<file path="src/rtl/isq_lin_gen_if.sv">
// ---------------------------------------------------------------------------
// isq_lin_gen_if
// Bundle of the decode-side, ISQ-line-side and commit-side signals of the
// ISQ line generator.
//   master : the environment. It drives decoded instructions, consumer pops
//            and commit frees, and observes dec_rdy, isq_lin and fl_cnt.
//   slave  : the generator (isq_lin_gen).
// Signals:
//   dec_vld, dec_rdy                decode handshake
//   dec_src1_vld/dec_src1           source 1 used / logical ID
//   dec_src2_vld/dec_src2           source 2 used / logical ID
//   dec_dst_vld/dec_dst             destination used / logical ID
//   isq_lin                         packed head line
//   isq_pop                         consumer took the head line
//   free_vld/free_preg              commit releases a physical register
//   fl_cnt                          free-list occupancy
// ---------------------------------------------------------------------------
interface isq_lin_gen_if #(
  parameter int INST_WIDTH       = 22,
  parameter int ISQ_IDX_BITS_NUM = 2
);
  logic                                   dec_vld;
  logic                                   dec_rdy;
  logic                                   dec_src1_vld;
  logic [3:0]                             dec_src1;
  logic                                   dec_src2_vld;
  logic [3:0]                             dec_src2;
  logic                                   dec_dst_vld;
  logic [3:0]                             dec_dst;
  logic [INST_WIDTH+ISQ_IDX_BITS_NUM-1:0] isq_lin;
  logic                                   isq_pop;
  logic                                   free_vld;
  logic [5:0]                             free_preg;
  logic [6:0]                             fl_cnt;

  modport master (
    output dec_vld, dec_src1_vld, dec_src1, dec_src2_vld, dec_src2,
           dec_dst_vld, dec_dst, isq_pop, free_vld, free_preg,
    input  dec_rdy, isq_lin, fl_cnt
  );

  modport slave (
    input  dec_vld, dec_src1_vld, dec_src1, dec_src2_vld, dec_src2,
           dec_dst_vld, dec_dst, isq_pop, free_vld, free_preg,
    output dec_rdy, isq_lin, fl_cnt
  );
endinterface

</file>
<file path="src/rtl/isq_lin_gen.sv">
// ---------------------------------------------------------------------------
// isq_lin_gen
// Rename-stage ISQ line generator. It accepts decoded instructions and
// allocates a physical destination register from a circular free list. It
// buffers the instructions in a 2^ISQ_IDX_BITS_NUM-entry circular queue and
// presents the head entry as one packed line per cycle. Registers released
// at commit are pushed back into the free list.
// Ports:
//   clk    rising-edge clock
//   rst_n  asynchronous active-low reset
//   bus    isq_lin_gen_if.slave (decode handshake, isq_lin/isq_pop,
//          free_vld/free_preg, fl_cnt)
// Line format, MSB to LSB:
//   {idx, vld, src1_vld, src1, dst_vld, dst, src2_vld, src2, pdst}
// Optional feature:
//   ISQ_BYPASS_EN - an instruction accepted into an empty queue appears on
//   isq_lin in the same cycle. If it is also popped in that cycle, it is
//   never stored.
// ---------------------------------------------------------------------------
module isq_lin_gen #(
  parameter int INST_WIDTH       = 22,
  parameter int ISQ_IDX_BITS_NUM = 2,
  parameter int PREG_NUM         = 64,
  parameter int LREG_NUM         = 16
) (
  input  logic         clk,
  input  logic         rst_n,
  isq_lin_gen_if.slave bus
);
  localparam int DEPTH   = 1 << ISQ_IDX_BITS_NUM;
  localparam int ENT_W   = INST_WIDTH - 1;          // stored line without vld/idx
  localparam int LINE_W  = INST_WIDTH + ISQ_IDX_BITS_NUM;
  localparam int CNT_W   = ISQ_IDX_BITS_NUM + 1;
  localparam int PREG_W  = $clog2(PREG_NUM);
  localparam int FLCNT_W = PREG_W + 1;

  localparam logic [ISQ_IDX_BITS_NUM-1:0] PTR_ONE  = ISQ_IDX_BITS_NUM'(1);
  localparam logic [CNT_W-1:0]            CNT_ONE  = CNT_W'(1);
  localparam logic [PREG_W-1:0]           FPTR_ONE = PREG_W'(1);
  localparam logic [FLCNT_W-1:0]          FCNT_ONE = FLCNT_W'(1);

  // Instruction queue state
  logic [ENT_W-1:0]            q_mem_r [DEPTH];
  logic [ISQ_IDX_BITS_NUM-1:0] head_r;
  logic [ISQ_IDX_BITS_NUM-1:0] tail_r;
  logic [CNT_W-1:0]            q_cnt_r;

  // Free-list state
  logic [PREG_W-1:0]           fl_mem_r [PREG_NUM];
  logic [PREG_W-1:0]           fl_rd_r;
  logic [PREG_W-1:0]           fl_wr_r;
  logic [FLCNT_W-1:0]          fl_cnt_r;

  // Control
  logic                        empty_s;
  logic                        full_s;
  logic                        fl_empty_s;
  logic                        fl_full_s;
  logic                        rdy_s;
  logic                        enq_s;
  logic                        byp_s;
  logic                        wr_s;
  logic                        rd_s;
  logic                        fl_pop_s;
  logic                        fl_push_s;
  logic [PREG_W-1:0]           pdst_s;
  logic [ENT_W-1:0]            new_ent_s;
  logic [LINE_W-1:0]           line_s;

  // Handshake, allocation and queue read/write controls
  always_comb begin
    empty_s    = (q_cnt_r == CNT_W'(0));
    full_s     = (q_cnt_r == CNT_W'(DEPTH));
    fl_empty_s = (fl_cnt_r == FLCNT_W'(0));
    fl_full_s  = (fl_cnt_r == FLCNT_W'(PREG_NUM));
    // Depends only on registered state: a register freed this cycle is
    // not allocatable until the next one.
    rdy_s      = !full_s && !fl_empty_s;
    enq_s      = bus.dec_vld && rdy_s;
    fl_pop_s   = enq_s && bus.dec_dst_vld;
    fl_push_s  = bus.free_vld && !fl_full_s;
    if (fl_pop_s) begin
      pdst_s = fl_mem_r[fl_rd_r];
    end else begin
      pdst_s = {PREG_W{1'b0}};
    end
    new_ent_s  = {bus.dec_src1_vld, bus.dec_src1, bus.dec_dst_vld, bus.dec_dst,
                  bus.dec_src2_vld, bus.dec_src2, pdst_s};
`ifdef ISQ_BYPASS_EN
    byp_s      = empty_s && enq_s;
`else
    byp_s      = 1'b0;
`endif
    // A bypassed line consumed in the same cycle never touches the queue.
    wr_s       = enq_s && !(byp_s && bus.isq_pop);
    rd_s       = bus.isq_pop && !empty_s;
  end

  // Head line selection: stored head, bypassed input, or all-zero idle line
  always_comb begin
    if (!empty_s) begin
      line_s = {head_r, 1'b1, q_mem_r[head_r]};
    end else if (byp_s) begin
      line_s = {tail_r, 1'b1, new_ent_s};
    end else begin
      line_s = {LINE_W{1'b0}};
    end
  end

  assign bus.isq_lin = line_s;
  assign bus.dec_rdy = rdy_s;
  assign bus.fl_cnt  = 7'(fl_cnt_r);

  // Instruction queue: storage, pointers and occupancy
  always_ff @(posedge clk or negedge rst_n) begin
    if (!rst_n) begin
      head_r  <= {ISQ_IDX_BITS_NUM{1'b0}};
      tail_r  <= {ISQ_IDX_BITS_NUM{1'b0}};
      q_cnt_r <= {CNT_W{1'b0}};
      for (int i = 0; i < DEPTH; i++) begin
        q_mem_r[i] <= {ENT_W{1'b0}};
      end
    end else begin
      if (wr_s) begin
        q_mem_r[tail_r] <= new_ent_s;
        tail_r          <= tail_r + PTR_ONE;
      end
      if (rd_s) begin
        head_r <= head_r + PTR_ONE;
      end
      case ({wr_s, rd_s})
        2'b10:   q_cnt_r <= q_cnt_r + CNT_ONE;
        2'b01:   q_cnt_r <= q_cnt_r - CNT_ONE;
        default: q_cnt_r <= q_cnt_r;
      endcase
    end
  end

  // Free list: circular FIFO of physical register IDs, reset to LREG_NUM..PREG_NUM-1
  always_ff @(posedge clk or negedge rst_n) begin
    if (!rst_n) begin
      fl_rd_r  <= {PREG_W{1'b0}};
      fl_wr_r  <= PREG_W'(PREG_NUM - LREG_NUM);
      fl_cnt_r <= FLCNT_W'(PREG_NUM - LREG_NUM);
      for (int i = 0; i < PREG_NUM; i++) begin
        if (i < PREG_NUM - LREG_NUM) begin
          fl_mem_r[i] <= PREG_W'(i + LREG_NUM);
        end else begin
          fl_mem_r[i] <= {PREG_W{1'b0}};
        end
      end
    end else begin
      if (fl_pop_s) begin
        fl_rd_r <= fl_rd_r + FPTR_ONE;
      end
      if (fl_push_s) begin
        fl_mem_r[fl_wr_r] <= bus.free_preg;
        fl_wr_r           <= fl_wr_r + FPTR_ONE;
      end
      case ({fl_push_s, fl_pop_s})
        2'b10:   fl_cnt_r <= fl_cnt_r + FCNT_ONE;
        2'b01:   fl_cnt_r <= fl_cnt_r - FCNT_ONE;
        default: fl_cnt_r <= fl_cnt_r;
      endcase
    end
  end
endmodule
</file>
<file path="src/flat_wrapper.sv">
// flat-port wrapper written by rule: the top's interface ports become plain ports
module isq_lin_gen_flat 
#(
  parameter int INST_WIDTH       = 22,
  parameter int ISQ_IDX_BITS_NUM = 2,
  parameter int PREG_NUM         = 64,
  parameter int LREG_NUM         = 16
)
  (clk, rst_n, bus_dec_vld, bus_dec_src1_vld, bus_dec_src1, bus_dec_src2_vld, bus_dec_src2, bus_dec_dst_vld, bus_dec_dst, bus_isq_pop, bus_free_vld, bus_free_preg, bus_dec_rdy, bus_isq_lin, bus_fl_cnt);
  isq_lin_gen_if #(.INST_WIDTH(INST_WIDTH), .ISQ_IDX_BITS_NUM(ISQ_IDX_BITS_NUM)) bus_i ();
  input  logic clk;
  input  logic rst_n;
  input wire logic [$bits(bus_i.dec_vld)-1:0] bus_dec_vld;
  input wire logic [$bits(bus_i.dec_src1_vld)-1:0] bus_dec_src1_vld;
  input wire logic [$bits(bus_i.dec_src1)-1:0] bus_dec_src1;
  input wire logic [$bits(bus_i.dec_src2_vld)-1:0] bus_dec_src2_vld;
  input wire logic [$bits(bus_i.dec_src2)-1:0] bus_dec_src2;
  input wire logic [$bits(bus_i.dec_dst_vld)-1:0] bus_dec_dst_vld;
  input wire logic [$bits(bus_i.dec_dst)-1:0] bus_dec_dst;
  input wire logic [$bits(bus_i.isq_pop)-1:0] bus_isq_pop;
  input wire logic [$bits(bus_i.free_vld)-1:0] bus_free_vld;
  input wire logic [$bits(bus_i.free_preg)-1:0] bus_free_preg;
  output wire logic [$bits(bus_i.dec_rdy)-1:0] bus_dec_rdy;
  output wire logic [$bits(bus_i.isq_lin)-1:0] bus_isq_lin;
  output wire logic [$bits(bus_i.fl_cnt)-1:0] bus_fl_cnt;
  assign bus_i.dec_vld = bus_dec_vld;
  assign bus_i.dec_src1_vld = bus_dec_src1_vld;
  assign bus_i.dec_src1 = bus_dec_src1;
  assign bus_i.dec_src2_vld = bus_dec_src2_vld;
  assign bus_i.dec_src2 = bus_dec_src2;
  assign bus_i.dec_dst_vld = bus_dec_dst_vld;
  assign bus_i.dec_dst = bus_dec_dst;
  assign bus_i.isq_pop = bus_isq_pop;
  assign bus_i.free_vld = bus_free_vld;
  assign bus_i.free_preg = bus_free_preg;
  assign bus_dec_rdy = bus_i.dec_rdy;
  assign bus_isq_lin = bus_i.isq_lin;
  assign bus_fl_cnt = bus_i.fl_cnt;
  isq_lin_gen #(.INST_WIDTH(INST_WIDTH), .ISQ_IDX_BITS_NUM(ISQ_IDX_BITS_NUM), .PREG_NUM(PREG_NUM), .LREG_NUM(LREG_NUM)) u_core (.clk(clk), .rst_n(rst_n), .bus(bus_i));
endmodule
</file>
<file path="config.mk">
export PLATFORM = sky130hd
export DESIGN_NAME = isq_lin_gen_flat
export DESIGN_NICKNAME = d
export VERILOG_FILES = /design/src/rtl/isq_lin_gen_if.sv /design/src/rtl/isq_lin_gen.sv /design/src/flat_wrapper.sv
export SDC_FILE = /design/constraint.sdc
export NUM_CORES = 1
export LEC_CHECK = 0
export ABC_AREA = 1
export CAP_MARGIN = 20
export CORE_MARGIN = 1
export CORE_UTILIZATION = 52
export CTS_BUF_LIST = sky130_fd_sc_hd__clkbuf_8
export CTS_CLUSTER_DIAMETER = 30
export DETAILED_ROUTE_END_ITERATION = 8
export GPL_TIMING_DRIVEN = 0
export PLACE_DENSITY = 0.7
export SETUP_SLACK_MARGIN = 0.02
export SLEW_MARGIN = 20
export SYNTH_ARGS = -nofsm -noshare
export SYNTH_HDL_FRONTEND = slang
export SYNTH_SLANG_ARGS = --single-unit
</file>
<file path="constraint.sdc">
create_clock -name clk -period 3.3 [get_ports clk]
set_input_delay 0.66 -clock clk [delete_from_list [all_inputs] [get_ports clk]]
set_output_delay 0.66 -clock clk [all_outputs]
set_load 0.005 [all_outputs]
</file>
== Word level (Yosys, flattened, before mapping) ==
Index checks and enable logic that the tools add are counted.

* Flip-flop bits (word level): 494
* Input bits: 26
* Output and inout port bits: 32
* Word-level logic and storage cells: 129

* $add $sub $neg: 8
* Magnitude comparators: 6
* Equal/unequal tests: 6
* Muxes and demuxes: 16
* Bitwise logic cells: 4
* Reduce and logical (&&, ||, !) cells: 15

{| class="wikitable"
|+ Operator list
! operator !! count
|-
| $bwmux 384 || 1
|-
| $bwmux 84 || 1
|-
| $mux 21 || 3
|-
| $bmux 21 s2 || 1
|-
| $demux 21 s2 || 1
|-
| $bmux 6 s6 || 1
|-
| $demux 6 s6 || 1
|-
| $mux 24 || 1
|-
| $mux 6 || 4
|-
| $ge 7x7->1 const B || 2
|-
| $not 6->7 || 2
|-
| $pmux 7 s2 || 1
|-
| $add 6x1->6 const B || 2
|-
| $add 7x1->7 const B || 1
|-
| $eq 7x7->1 const B || 1
|-
| $logic_and 1x1->1 || 7
|-
| $logic_not 7->1 || 1
|-
| $lt 7x1->1 const B || 1
|-
| $sub 7x1->7 const B || 1
|-
| $ge 3x3->1 const B || 2
|-
| $not 2->3 || 2
|-
| $pmux 3 s2 || 1
|-
| $add 2x1->2 const B || 2
|-
| $eq 2x1->1 const B || 2
|-
| other kinds (8) || 13
|}

== Logic depth before layout (Yosys ltp) ==
Gate-level depths: netlist of run 1.

* Depth after elaboration: 7
* Mapped depth: 18

== Worst setup path after synthesis of run 1 ==
OpenSTA, ideal clock, no wires.

* Path kind: reg-to-reg
* From: register u_core.fl_cnt_r[3], in the netlist u_core.bus.fl_cnt[3]
* To: register u_core.fl_cnt_r[6], in the netlist u_core.bus.fl_cnt[6]
* Library setup time: 0.065 ns
* Data arrival time: 2.554 ns
* Data required time: 3.235 ns
* Path slack: 0.681 ns
* Cell stages (with the launch flop): 17
* Buffers on the path: 3
* Clock period less this slack: 2.619 ns
* Cells stage by stage: dfrtp_1 > nor4_4 > nand3_2 > nand2_2 > buf_6 > buf_2 > ha_1 > buf_2 > xor2_1 > ha_1 > inv_1 > nand2_1 > nand3_1 > nand3_1 > xor2_1 > nand2_1 > nand2_1

* Longest elaborated chain between the ends: 7
* Elaborated cells between the ends (all ways): 14

{| class="wikitable"
|+ Ends and longest elaborated chain
! element !! line !! text
|-
| start, declared || isq_lin_gen.sv:52 || <nowiki>logic [FLCNT_W-1:0] fl_cnt_r;</nowiki>
|-
| start signal, assigned || isq_lin_gen.sv:144 || <nowiki>fl_cnt_r <= FLCNT_W'(PREG_NUM - LREG_NUM);</nowiki>
|-
| start signal, assigned || isq_lin_gen.sv:161 || <nowiki>2'b10: fl_cnt_r <= fl_cnt_r + FCNT_ONE;</nowiki>
|-
| start signal, assigned || isq_lin_gen.sv:162 || <nowiki>2'b01: fl_cnt_r <= fl_cnt_r - FCNT_ONE;</nowiki>
|-
| $logic_not 7->1 || isq_lin_gen.sv:74 || <nowiki>fl_empty_s = (fl_cnt_r == FLCNT_W'(0));</nowiki>
|-
| $logic_not 1->1 || isq_lin_gen.sv:78 || <nowiki>rdy_s = !full_s && !fl_empty_s;</nowiki>
|-
| $logic_and 1x1->1 || isq_lin_gen.sv:78 ||
|-
| $logic_and 1x1->1 || isq_lin_gen.sv:79 || <nowiki>enq_s = bus.dec_vld && rdy_s;</nowiki>
|-
| $logic_and 1x1->1 || isq_lin_gen.sv:80 || <nowiki>fl_pop_s = enq_s && bus.dec_dst_vld;</nowiki>
|-
| $eq 2x1->1 or $eq 2x2->1 (tied branches) || isq_lin_gen.sv:160 || <nowiki>case ({fl_push_s, fl_pop_s})</nowiki>
|-
| $pmux 7 s2 or $reduce_bool 2->1 (tied branches) || - ||
|}

Several ways; a longest one is shown, not always the timed one.
A chain may end at the register's enable or synchronous reset.

== Final worst setup path of run 1 ==
* From: register u_core.head_r[1]
* To: output port bus_isq_lin[13]

* Longest elaborated chain between the ends: 5

{| class="wikitable"
|+ Ends and longest elaborated chain
! element !! line !! text
|-
| start, declared || isq_lin_gen.sv:44 || <nowiki>logic [ISQ_IDX_BITS_NUM-1:0] head_r;</nowiki>
|-
| start signal, assigned || isq_lin_gen.sv:117 || <nowiki>head_r <= {ISQ_IDX_BITS_NUM{1'b0}};</nowiki>
|-
| start signal, assigned || isq_lin_gen.sv:129 || <nowiki>head_r <= head_r + PTR_ONE;</nowiki>
|-
| $not 2->3 (not written as such) || isq_lin_gen.sv:102 || <nowiki>line_s = {head_r, 1'b1, q_mem_r[head_r]};</nowiki>
|-
| $bmux 21 s2 || isq_lin_gen.sv:102 ||
|-
| $mux 21 (not written as such) (2 in series) || isq_lin_gen.sv:102 ||
|-
| $mux 24 || isq_lin_gen.sv:101 || <nowiki>if (!empty_s) begin</nowiki>
|-
| end, declared || flat_wrapper.sv:24 || <nowiki>output wire logic [$bits(bus_i.isq_lin)-1:0] bus_isq_lin;</nowiki>
|}

Every way passes these cells. The select of a mux whose other input is x is not followed.

==> results.txt, run 1 <==
- On the critical path, the stage with the largest delay is an instance of clkbuf_1.
* Maximum buffer depth of the clock tree: 3
* Synthesized instance count: 3054
* Final setup viols: 0
- In the final routed layout, each cell accounts on average for 19.7 um.
- Setup fix buffers added after clock tree synthesis: 0
- Via count normalized by instance count: between 5 and 6
- Broken down by cell family, the worst path's largest delay share belongs to buffers and inverters.
- Average size of a mapped cell: roughly 7.8 um2
- The Yosys step of the flow raised 0 warnings.
- Yosys cell types: 35
- Post-layout nets: ~3300
* Root buffer cell: clkbuf_8
* Power after layout: between 20000 and 30000 uW
* Hold Startpoint: bus_dec_vld
- The worst register-to-register path has a depth of 18.
- Clock tree from TritonCTS: built
- Min-Delay Path Class: input pin to register
- Crit start category: register
- Tot GR Track Use: around 33%
- The number of global-route vias before repair is 21000.
- In the synthesized netlist the dominant register cell turns out to be dfrtp_1.
- The first global-routing pass estimated between 100000 and 150000 um of wire.
- Number of buffers inserted during clock tree synthesis: 109
- In this run the critical register-to-register path is captured at u_core.bus.fl_cnt[6].
* Total DRC errors in the routed layout: 0
- Most area-consuming cells after synthesis: dfrtp_1 (34%), dfstp_2 (18%), nand2_1 (17%)
- Area share of the largest cell type after synthesis: 34.4%
- Initial core utilization: ~53%
* Placed Area: between 20000 and 30000 um2
* Critical path cell sequence: inv_1 > clkbuf_1 > nor2_1 > o21ai_0 > a21oi_1 > clkdlybuf4s50_1
* Power Density: ~1000 nW/um2
* Worst max-slew margin expressed relative to the limit: roughly 22%
- Area of the die: between 40000 and 50000 um2
- The detailed router finished its first iteration with approximately 2400 violations.
- Worst-case register-to-register setup slack: ~270 ps
- Type of element capturing the critical path: primary output
- Global route total overflow: 0
- The count of buffers added on input and output ports is between 50 and 60.
- Run status: completed
- Peak per-stage delay on the critical path: 450 ps
* Total number of vias: approximately 22000
* Cell depth of the worst hold path: 3
- Number of placement rows: 78
- The startpoint identified for the worst register-to-register timing path is u_core.bus.fl_cnt[4].
- H-tree depth: 3
* Worst setup margin: around 160 ps
- For the pin with the worst max-slew slack, the measured transition is 1160 ps.
- Once detail routing completed, the nets flagged for antenna violations numbered 0.
- CTS saw 494 sinks.
- Setup repair after global routing left no endpoint under its margin.
- The die is roughly 220 um tall.
- Worst-Skew Late Latency: ~730 ps
- Routed wire length: approximately 77000 um
- At the end of routability-driven placement, the weighted congestion stood at ~0.99.
* Total core area: roughly 45000 um2
- For this run, the top clock speed supported by timing is approximately 0.32 GHz.
- 58 I/O pins were placed.
- Net Count, Synth: 3091
- The worst setup path is of the register to primary output kind.
* Cell area after technology mapping: about 24000 um2
- Endpoint of the worst hold path: u_core.fl_rd_r[0]
* Required arrival time at the worst endpoint: about 2600 ps
- Library cell occupying the most area in the post-synthesis netlist: dfrtp_1
- Number of storage elements in the synthesis netlist: 494
- Skew final: approximately 46 ps
- Highest fanout seen on the critical path: 10
- For the worst setup path, the data arrival time is 2480 ps.
* Share of async-settable or async-resettable flops after synthesis: 100%
* Worst Path Buf+Inv: 3
* Post-layout min period: approximately 3100 ps
- Utilization after layout: about 62%
* Hold violation total from the final report: 0
- Area grow syn2layout: 17.6%
- The die is between 200 and 250 um wide.
- Entering global routing, the biggest net connects approximately 100 pins.
- Router iterations before antenna repair: 8
- Antenna violations before repair: 0
- Fraction of final layout cells with drive strength greater than 1: roughly 17%
- After routing the design area is around 28000 um2.
- Max-Cap Viols: 0
- The number of slew-limit violations in the final report is 0.
* Detailed placement HPWL: around 54000 um
- Fill cell count: approximately 4000
- Post-place setup slack: -16.5 ps
- The worst path uses 95.1% of the clock period.
- Counting flops with a built-in enable in the synthesized netlist gives 0.
- Summed over all cells, the static leakage comes to 0.0129 uW.
* Clock transition at the registers of the reported paths: 60 ps
- After synthesis, flip-flops and latches occupy between 50% and 60% of the total area.
* Worst vdd ir: 0.000465 V
* Number of antenna diodes: 0
[Yosys cell counts (2+ instances only)]
master	instances
xor2_1	13
nor3_4	2
o21ai_1	80
nand3_2	13
xnor2_1	7
dfrtp_1	330
buf_6	3
o21ai_0	429
o211ai_1	24
nor2_1	160
dfstp_2	164
nand2_2	25
inv_2	6
buf_4	32
buf_2	82
nand2_1	1102
clkbuf_1	88
nand3_1	226
nor2_4	4
nor3_2	3
ha_1	10
inv_1	177
nand4_1	2
nor2_2	2
a21oi_1	52
nor3_1	2
buf_1	7
clkinv_1	2
[cells in the final DEF (no fill, tap or decap), types with 76 or more instances in the layout]
cell type	instances
clkbuf_1	76
inv_1	197
clkbuf_8	123
nand3_1	225
dfrtp_1	329
buf_2	81
nand2_1	1102
o21ai_1	80
nor2_1	158
o21ai_0	429
dfstp_2	164
[tightest hold or removal path: stages]
cell	delay [ps]
buf_1	190
nand3_4	170
xor2_1	80
[kinds of logic after synthesis]
kind of cell	count (synthesis)	synth area share (%)
AOI/OAI and AO/OA	586	12.5
xor gates and xnor gates	20	0.731
adders and majority gates	11	0.605
buffers and inverters	397	7.24
DFF	494	52.4
and+or+nand+nor	1546	26.5
[worst max path at each step]
stage	start	endpoint	slack, ps	cells after the start
detailed placement	bus_free_vld	u_core.bus.fl_cnt[6]	-20	15
floorplan	u_core.bus.fl_cnt[3]	u_core.bus.fl_cnt[6]	680	16
global placement	rst_n	u_core.fl_mem_r[307]	-19690	1
CTS	u_core.bus.fl_cnt[3]	u_core.bus.fl_cnt[6]	30	16
finish	u_core.head_r[1]	bus_isq_lin[13]	160	6
global route	u_core.bus.fl_cnt[4]	u_core.bus.fl_cnt[6]	30	18
[sequential cells by signal (all words and copies together), names as in the netlist]
register,count
u_core.tail_r,2
u_core.fl_wr_r,6
u_core.fl_mem_r,384
u_core.q_cnt_r,3
u_core.fl_rd_r,6
u_core.head_r,2
u_core.q_mem_r,84
u_core.bus.fl_cnt,7
[per-stage QoR]
step | setup TNS [ps] | hold WS (ps) | std cells
after floorplan | 0 | 364 | 3054
after global placement | -8654670 | 458 | 3710
after detailed placement | -16.5 | 460 | 3717
after CTS | 0 | 409 | 3924
after global routing | 0 | 452 | 3923
final | 0 | 429 | 3923
[per-layer routing]
| metal | global-route usage [%] | wire (um) | up-vias |
|---|---|---|---|
| met4 | 16.5 | 3500 | 0 |
| li1 | - | - | 10200 |
| met2 | 51.7 | 34700 | 1094 |
| met1 | 45.7 | 32600 | 10600 |
| met3 | 5.88 | 6520 | 205 |
| met5 | 0 | 0 | - |
[where the power goes]
group	total [uW]	leakage (uW)	switching (uW)	internal [uW]
clock	8170	0.00142	3050	5120
combinational	10800	0.00544	7250	3520
sequential	9670	0.00601	1190	8480
[area by class of cell]
cell class	count	area, um2	share of cell area (%)
Sequential cell	494	12600	44.6
Multi-Input combinational cell	2163	9700	34.4
Timing Repair Buffer	64	736	2.61
Buffer	210	1060	3.75
Inverter	185	694	2.46
Clock buffer	123	1690	6.01
Tap cell	600	751	2.66
Clock inverter	84	988	3.51
[repair_timing]
item,in CTS,in global routing
hold buffers,1,0
pin swaps,0,1
gates cloned,0,0
endpoints found under the hold margin,28,0
setup endpoints to repair,22,18
gates resized for setup,14,9
Note: power is estimated with default switching activity, not from simulation.
==> inputs of run 2 (changes only) <==
SETUP_SLACK_MARGIN = default   (was 0.02)
==> run 2 against run 1 <==
Compared with the run above:
- total power barely moved
- global-route usage unchanged
- utilization is essentially flat
- largest cell class unchanged
==> results.txt, run 2 (synthesis gave the netlist of run 1 again) <==
- The depth of the most critical reg-to-reg path is 18 (unchanged).
- The DRC violation count after routing was 0 (unchanged).
* WS Path Type: register to primary output
* Power after layout: 28600 uW (about the same)
- The data required time of the critical path came to 2640 ps (about the same).
- Antenna violations before repair: 0 (unchanged)
- Worst Tran Pin Value: 1190 ps (+33.8 ps)
* Critical path cell sequence: inv_1 > clkbuf_1 > nor2_1 > o21ai_0 > a21oi_1 > clkdlybuf4s50_1
- Final setup viols: 0 (unchanged)
- Number of buffers inserted during clock tree synthesis: 109 (unchanged)
* Fill cell count: 4040 (+0.025%)
- Router iterations before antenna repair: 8 (unchanged)
- The routability-driven placement congestion ratio is 0.990 (unchanged).
- Clock transition at the registers of the reported paths: 60 ps (about the same)
- The violation count after the first detailed-routing iteration was 2498 (+5.4%).
* Count of buffers from port buffering: 56 (unchanged)
- Skew final: 39.4 ps (-6.57 ps)
- The number of slew-limit violations in the final report is 0 (unchanged).
- Worst-case register-to-register setup slack: 280 ps (about the same)
* Power Density: 1020 nW/um2 (about the same)
- Total number of vias: 22100 (+0.21%)
- Tot GR Track Use: 33.5% (unchanged)
- Hold violation total from the final report: 0 (unchanged)
- The area added between synthesis and finish is 17.6% (about the same).
- The ratio of final minimum period to clock period was 96.0% (+0.85 points).
- The flow ran to the end, and the final reports show no timing, DRC or antenna violations.
* Worst reg2reg startpoint: u_core.bus.fl_cnt[4]
- Wire length of the first global-routing pass: 120000 um (unchanged)
- TritonCTS built the clock tree.
* Post-layout nets: 3264 (unchanged)
- The static power due to leakage is 0.0129 uW (about the same).
- Worst max-slew margin expressed relative to the limit: 20.1% (-2.3 points)
- Max-Cap Viols: 0 (unchanged)
* Via count normalized by instance count: 5.63 (+0.21%)
- The overall routed net length came to 77300 um (about the same).
- Detailed-route wire length per cell: 19.7 um (about the same)
* Peak per-stage delay on the critical path: 470 ps (+20 ps)
- Startpoint of the most critical setup path: u_core.head_r[1]
* Post-layout min period: 3170 ps (+28.1 ps)
- The maximum vdd drop is 0.000466 V (+0.13%).
- The highest net fanout along the worst path was 10 (unchanged).
* Detailed placement HPWL: 54000 um (unchanged)
- Leaving out fill and tap cells, the most frequent cells in the layout are nand2_1 (1102), o21ai_0 (429), dfrtp_1 (329).
- The clock insertion delay at the later pin of the skew report came to 730 ps (about the same).
- The most critical setup path has its endpoint at bus_isq_lin[13].
- The worst register-to-register path ends at u_core.bus.fl_cnt[6].
- The die boundary width is 217 um (unchanged).
* Fraction of final layout cells with drive strength greater than 1: 16.5% (-0.030 points)
- Setup repair after global routing left no endpoint under its margin.
- Slowest CP cell: clkbuf_1
- The worst hold path belongs to the class input pin to register.
* Number of placement rows: 78 (unchanged)
- The placeable core area is 45400 um2 (unchanged).
- Clock Sinks: 494 (unchanged)
- Global route total overflow: 0 (unchanged)
* Most common cell after layout, fill and taps aside: nand2_1
- The number of top-level design ports is 58 (unchanged).
- The flip-flop count of the largest register, all copies and words added is 384 (unchanged).
- Crit start category: register
- The number of global-route vias before repair was 21000 (unchanged).
- Root buffer cell: clkbuf_8
- Setup_tns: 0 ps (unchanged)
* Largest register by flop count: u_core.fl_mem_r
- Initial core utilization: 52.8% (unchanged)
- Peak Freq: 0.316 GHz (-0.89%)
- Type of element capturing the critical path: primary output
- H-tree depth: 3 (unchanged)
* Maximum buffer depth of the clock tree: 3 (unchanged)
- Arrival time of data at the critical path endpoint: 2510 ps (+30 ps)
- The number of nets still failing antenna checks after routing came to 0 (unchanged).
- The area enclosed by the die boundary came to 47000 um2 (unchanged).
- The height of the chip came to 217 um (unchanged).
* Number of antenna diodes: 0 (unchanged)
- The maximum number of pins on one net before global-route repair came to 102 (unchanged).
run 2: through the flow:
step / area (um2) / std cells / hold slack [ps] / utilization (%) / setup WS (ps)
detailed placement: 25500 / 3717 / 460 / 56.1 / -16.5
global route: 28200 / 3923 / 452 / 62.1 / 13.0
CTS: 28200 / 3924 / 409 / 62.1 / 31.8
finish: 28200 / 3923 / 422 / 62.1 / 132
global placement: 25300 / 3710 / 458 / 55.7 / -19690
floorplan: 24000 / 3054 / 364 / - / 681
run 2: final cells by class:
type / count / area, um2 / share of cell area [%]
tap: 600 / 751 / 2.66
sequential: 494 / 12600 / 44.6
buffer: 210 / 1050 / 3.74
inverter: 185 / 694 / 2.46
clock buffer: 123 / 1690 / 6.01
clock inverter: 84 / 988 / 3.51
timing repair buffer: 64 / 736 / 2.61
multi-input combinational: 2163 / 9700 / 34.4
run 2: per-layer routing:
metal,wire length [um],global-route usage [%]
met1,32200,45.7
met4,3500,16.5
met2,34800,51.7
met5,0,0
met3,6820,5.88
run 2: critical path, delay by kind of cell (launching register included):
kind                   cells  cell delay [ps]
AOI/OAI and AO/OA          2              200
buffers and inverters      3             1080
and+or+nand+nor            1              120
DFF                        1              420
run 2: worst min-delay path by stage:
| stage | start | endpoint | depth (start not counted) |
|---|---|---|---|
| 5_1_grt | rst_n | u_core.fl_mem_r[139] | 2 |
| 3_3_place_gp | u_core.q_mem_r[44] | u_core.q_mem_r[44] | 2 |
| 6_report | bus_dec_vld | u_core.fl_rd_r[0] | 3 |
| 3_5_place_dp | u_core.q_mem_r[44] | u_core.q_mem_r[44] | 2 |
| 4_1_cts | rst_n | u_core.fl_mem_r[139] | 2 |
| 2_1_floorplan | rst_n | u_core.bus.fl_cnt[0] | 0 |
run 2: where the power goes:
| group | switching (uW) | leakage (uW) | internal [uW] |
|---|---|---|---|
| logic | 7250 | 0.00544 | 3520 |
| registers | 1190 | 0.00601 | 8480 |
| clock network | 3060 | 0.00142 | 5120 |
run 2: repair_timing:
item,in CTS,in global routing
pin swaps,0,1
buffers inserted,0,0
endpoints found under the setup margin,22,14
hold buffers,1,0
gates resized for setup,14,7
endpoints found under the hold margin,28,0
